`config.mk`:
```
export PLATFORM = sky130hd
export DESIGN_NAME = data_split_pipe
export DESIGN_NICKNAME = d
export VERILOG_FILES = /design/src/rtl/data_split_pkg.sv /design/src/rtl/data_split_pipe_skid_buf.sv /design/src/rtl/data_split_pipe.sv
export SDC_FILE = /design/constraint.sdc
export NUM_CORES = 1
export LEC_CHECK = 0
export CAP_MARGIN = 40
export CORE_ASPECT_RATIO = 0.75
export CORE_UTILIZATION = 31
export CTS_CLUSTER_DIAMETER = 150
export DETAILED_ROUTE_END_ITERATION = 10
export PLACE_DENSITY = 0.59
export SETUP_SLACK_MARGIN = 0.2
export SLEW_MARGIN = 15
export SYNTH_ARGS = -nofsm -noshare
export SYNTH_HDL_FRONTEND = slang
export SYNTH_SLANG_ARGS = --single-unit
```
`constraint.sdc`:
```
create_clock -name clk -period 1.9 [get_ports clk]
set_clock_uncertainty 0.1 [all_clocks]
set_input_delay 0.38 -clock clk [delete_from_list [all_inputs] [get_ports clk]]
set_output_delay 0.38 -clock clk [all_outputs]
set_load 0.01 [all_outputs]
```
`src/rtl/data_split_pkg.sv`:
```
// Shared types and helpers for the registered lane splitter and its skid buffer.
package data_split_pkg;

  typedef enum logic [1:0] {
    ST_EMPTY = 2'd0,
    ST_ONE   = 2'd1,
    ST_FULL  = 2'd2
  } skid_state_e;

  // Width of the per-lane extended value: room for one extension bit and the full split.
  function automatic int unsigned calc_w(input int unsigned dw, input int unsigned mwh,
                                         input int unsigned mwl);
    return ((dw + 1) > (mwh + mwl)) ? (dw + 1) : (mwh + mwl);
  endfunction

endpackage

```
`src/rtl/data_split_pipe_skid_buf.sv`:
```
// Two-entry valid/ready register slice: full throughput with a registered upstream ready.
module skid_buf
  import data_split_pkg::*;
#(
  parameter int unsigned PW = 8
) (
  input  logic          clk,
  input  logic          rst,
  input  logic          i_valid,
  output logic          o_ready,
  input  logic [PW-1:0] i_data,
  output logic          o_valid,
  input  logic          i_ready,
  output logic [PW-1:0] o_data
);

  skid_state_e   r_state;
  skid_state_e   w_state_nxt;
  logic [PW-1:0] r_main;
  logic [PW-1:0] r_skid;
  logic [PW-1:0] w_main_nxt;
  logic [PW-1:0] w_skid_nxt;
  logic          r_ready;
  logic          r_valid;
  logic          w_push;
  logic          w_pop;

  assign w_push = i_valid & r_ready;
  assign w_pop  = r_valid & i_ready;

  // Next state and data movement; main always holds the word presented downstream.
  always_comb begin
    w_state_nxt = r_state;
    w_main_nxt  = r_main;
    w_skid_nxt  = r_skid;
    case (r_state)
      ST_EMPTY: begin
        if (w_push) begin
          w_main_nxt  = i_data;
          w_state_nxt = ST_ONE;
        end
      end
      ST_ONE: begin
        case ({w_push, w_pop})
          2'b10: begin
            w_skid_nxt  = i_data;
            w_state_nxt = ST_FULL;
          end
          2'b01:   w_state_nxt = ST_EMPTY;
          2'b11:   w_main_nxt  = i_data;
          default: w_state_nxt = ST_ONE;
        endcase
      end
      ST_FULL: begin
        if (w_pop) begin
          w_main_nxt  = r_skid;
          w_state_nxt = ST_ONE;
        end
      end
      default: w_state_nxt = ST_EMPTY;
    endcase
  end

  // Handshake flags are decoded from the next state so both leave the flops directly.
  always_ff @(posedge clk) begin
    if (rst) begin
      r_state <= ST_EMPTY;
      r_main  <= '0;
      r_skid  <= '0;
      r_ready <= 1'b1;
      r_valid <= 1'b0;
    end else begin
      r_state <= w_state_nxt;
      r_main  <= w_main_nxt;
      r_skid  <= w_skid_nxt;
      r_ready <= (w_state_nxt != ST_FULL);
      r_valid <= (w_state_nxt != ST_EMPTY);
    end
  end

  assign o_ready = r_ready;
  assign o_valid = r_valid;
  assign o_data  = r_main;

endmodule

```
`src/rtl/data_split_pipe.sv`:
```
// Per-lane optional sign extension, high/low field split and truncation overflow,
// registered through a two-entry skid buffer.
module data_split_pipe
  import data_split_pkg::*;
#(
  parameter int unsigned DN  = 6,
  parameter int unsigned DW  = 21,
  parameter int unsigned MWH = 18,
  parameter int unsigned MWL = 4
) (
  input  logic              clk,
  input  logic              rst,
  input  logic              m_valid,
  output logic              m_ready,
  input  logic [DN*DW-1:0]  m_data,
  input  logic              m_signed,
  output logic              s_valid,
  input  logic              s_ready,
  output logic [DN*MWH-1:0] s_data_h,
  output logic [DN*MWL-1:0] s_data_l,
  output logic [DN-1:0]     s_ovf
);

  localparam int unsigned W     = calc_w(DW, MWH, MWL);
  localparam int unsigned LW    = MWH + MWL + 1;
  localparam int unsigned PW    = DN * LW;
  localparam int unsigned NDISC = W - (MWH + MWL);

  logic [PW-1:0] w_pay_in;
  logic [PW-1:0] w_pay_out;

  for (genvar i = 0; i < int'(DN); i++) begin : g_lane
    logic [DW-1:0] w_lane;
    logic [W-1:0]  w_ext;
    logic          w_ovf;

    assign w_lane = m_data[i*DW +: DW];
    assign w_ext  = {{(W-DW){m_signed & w_lane[DW-1]}}, w_lane};

    // Bits above the high field are dropped; flag when they carried information.
    if (NDISC > 0) begin : g_trunc
      logic [NDISC-1:0] w_disc;
      assign w_disc = w_ext[W-1 -: NDISC];
      assign w_ovf  = m_signed ? (w_disc != {NDISC{w_ext[MWH+MWL-1]}}) : (w_disc != '0);
    end else begin : g_no_trunc
      assign w_ovf = 1'b0;
    end

    assign w_pay_in[i*LW +: LW]       = {w_ovf, w_ext[MWL +: MWH], w_ext[MWL-1:0]};
    assign s_data_l[i*MWL +: MWL]     = w_pay_out[i*LW +: MWL];
    assign s_data_h[i*MWH +: MWH]     = w_pay_out[i*LW+MWL +: MWH];
    assign s_ovf[i]                   = w_pay_out[i*LW+MWL+MWH];
  end

  skid_buf #(
    .PW(PW)
  ) u_skid (
    .clk     (clk),
    .rst     (rst),
    .i_valid (m_valid),
    .o_ready (m_ready),
    .i_data  (w_pay_in),
    .o_valid (s_valid),
    .i_ready (s_ready),
    .o_data  (w_pay_out)
  );

endmodule
```
==> flow_summary_export.csv <==
group,metric,value,unit
cells_and_area,layout_common_cells,"sky130_fd_sc_hd__dfxtp_1 (261), sky130_fd_sc_hd__nand2b_1 (253), sky130_fd_sc_hd__mux2i_1 (252), sky130_fd_sc_hd__a211oi_1 (185), sky130_fd_sc_hd__clkdlybuf4s50_1 (129)",
logic_synthesis,avgSynthCellArea,10.5,sq um
clocking,cts.root.buffer_cell,"sky130_fd_sc_hd__clkbuf_16",
critical_path,critical_path_type,"flip-flop to primary output",
logic_synthesis,syn_inst,1223,
drt,drt_pass1_iterations,4,
min_path,worstHoldPathType,"primary input to flip-flop",
timing,finalHoldViolCount,0,
logic_synthesis,cell_area_after_technology_mapping,12900,sq um
drt,totalWireLength,36700,microns
timing,unrepaired_setup_endpoints_after_global_routing,"yes",
drt,met2_routed_length,15800,microns
placement,gp_routability_congestion,0.753,
critical_path,cp.required,1.42,ns
global_route,globalRoute.totalOverflow,0,
job,drv_cap,0,
global_route,antenna_found_initial,5,
critical_path,cp_slowest_stage_delay,0.34,ns
power_and_ir_drop,ir_worst_vdd,0.645,mV
placement,pre_cts_ws,-0.195,ns
clocking,tritoncts.num_buffers,30,
floorplanning,initial_utilization,31.5,%
clocking,insertion_delay,0.56,ns
floorplanning,num_io_pins,271,
logic_synthesis,yosys_warnings,0,
logic_synthesis,synth_area_leader_cell,"sky130_fd_sc_hd__dfxtp_1",
critical_path,timing.critical_path.buf_inv,1,
clocking,clock-sinks,268,
global_route,grt_start_max_net_pins,88,
drt,drc,0,
logic_synthesis,synth_cell_type_count,25,
timing,drv_slew,0,
drt,via_count,9952,
critical_path,crit_slowest_cell,"sky130_fd_sc_hd__dfxtp_1",
global_route,grt_pass1_vias,9782,
global_route,first_pass_grt_wire_length,56200,microns
cells_and_area,final_common_cell,"sky130_fd_sc_hd__dfxtp_1",
drt,routed_via_density,4.97,
timing,final.setup.worst_slack,0.248,ns
logic_synthesis,synth-seq-cells,268,
placement,buffer_ports.inserted,264,
critical_path,worst-path-max-fanout,2,
drt,wirelength_met1,18100,microns
cells_and_area,final_net_count,1581,
logic_synthesis,ys_top_cells_by_area,"sky130_fd_sc_hd__dfxtp_1 (42%), sky130_fd_sc_hd__mux2i_1 (20%), sky130_fd_sc_hd__nand2b_1 (12%)",
timing,min_period_over_period,86.9,%
power_and_ir_drop,cellPowerDensity,965,nW/um^2
placement,place_hpwl,23700,microns
drt,drtAntennaViolNets,0,
clocking,clk_transition_reported_paths,0.06,ns
cells_and_area,drive_gt1_share,18.5,%
clocking,cts_max_level,1,
drt,drt_iter0_markers,421,
timing,achievable-frequency,605,MHz
cells_and_area,fill_cells,3844,
global_route,gr-usage-all-layers,16.6,%
logic_synthesis,netlist.area_leader.share,41.7,%
cells_and_area,final_cell_area,17400,sq um
clocking,cts_tree,"done",
drt,met3RoutedLength,1900,microns
run_status,status,"complete, no violations",
cells_and_area,finish.utilization,42.6,%
floorplanning,rows,64,
critical_path,cpLargestDelayFamily,"flip-flops",
floorplanning,horizontal_die_dimension,237,microns
timing,finalSetupViolations,0,
critical_path,cells_along_the_critical_path,"dlygate4sd2_1",
timing,period_minus_slack,1.65,ns
critical_path,cp-end-kind,"primary output",
critical_path,cp_data_arrival_time,1.17,ns
cells_and_area,synth_to_final_area_change,35.4,%
power_and_ir_drop,static_leakage,6.97,nW
floorplanning,chipHeight,178,microns
floorplanning,coreArea,40800,sq um
placement,placement.cell_area,16500,sq um
clocking,cts-root-to-sink-buffers,3,
floorplanning,floorplan.die_area,42300,sq um
logic_synthesis,portion_of_the_post_synthesis_area_used_by_sequential_elements,41.7,%
critical_path,critical_path_launch_point_type,"flip-flop",
drt,detail_route.wl_per_cell,18.3,microns
drt,routed.top_layer,"met5",
## final cells by class
class,count,area [sq um],area share [%]
Sequential cell,268,5370,30.9
Clock buffer,45,918,5.27
Timing Repair Buffer,330,3460,19.9
Clock inverter,9,148,0.848
Multi-Input combinational cell,813,6830,39.2
Tap cell,528,661,3.79
Inverter,7,26.3,0.151
Antenna cell,1,2.50,0.0144
## cell families after synthesis
| logic type | synth area share, % |
|---|---|
| other cells | 0.0292 |
| xor+xnor | 0.0681 |
| compound gates | 19.2 |
| mux | 20.1 |
| simple gates | 13.2 |
| buf+inv | 5.63 |
| flops | 41.7 |
## flip-flops by register name, indices dropped and copies added (netlist names)
name	flops
u_skid.o_valid	1
u_skid.r_state	2
u_skid.r_skid	132
u_skid.o_data	132
u_skid.o_ready	1
## cell usage after synthesis (all sizes together)
| master | count |
|---|---|
| nand2b | 254 |
| mux2i | 252 |
| a21o | 2 |
| or4 | 6 |
| dfxtp | 268 |
| a21bo | 1 |
| xnor2 | 1 |
| a211oi | 265 |
| and2 | 1 |
| clkbuf | 75 |
| and4b | 1 |
| nor2 | 1 |
| o31ai | 7 |
| conb | 1 |
| nand2 | 7 |
| mux2 | 6 |
| nand4b | 1 |
| and3b | 1 |
| inv | 7 |
| buf | 65 |
| a21oi | 1 |
## through the flow
step	std cells	total power, mW	hold slack [ns]	setup TNS (ns)
after CTS	1999	17.1	0.140	0
after floorplan	1228	8.90	0.343	0
after detailed placement	1945	10.9	0.360	-32.11
after global placement	1945	10.8	0.351	-28.71
after global routing	2000	17.6	0.179	0
final	2001	16.8	0.187	0
## routing by layer
metal  vias to the layer above  track usage (%)
li1                       4886                -
met1                      4810             23.2
met2                       179             25.3
met3                        69             4.16
met4                         8             3.98
met5                         -                0
## path summary, 6_finish.rpt
path | startpoint | end | slack [ns] | cells past startpoint
worst min register to register | u_skid.r_skid[113] | u_skid.r_skid[113] | 0.37 | 2
worst max register to register | u_skid.r_state[0] | u_skid.o_data[57] | 0.25 | 4
worst min-delay path | rst | u_skid.o_data[54] | 0.19 | 2
worst max-delay path | u_skid.o_data[105] | s_data_h[81] | 0.25 | 1
## repair_timing
| item | CTS | global route |
|---|---|---|
| hold buffers | 0 | 0 |
| setup buffers | 0 | 0 |
| endpoints found under the setup margin | 134 | 174 |
| resized for setup | 237 | 81 |
| gates cloned | 0 | 1 |
## power by group
part | internal (mW) | switching [mW]
Combinational | 1.97 | 2.01
Sequential | 6.21 | 0.328
Clock | 3.85 | 2.43
Note: power is estimated with default switching activity, not from simulation.
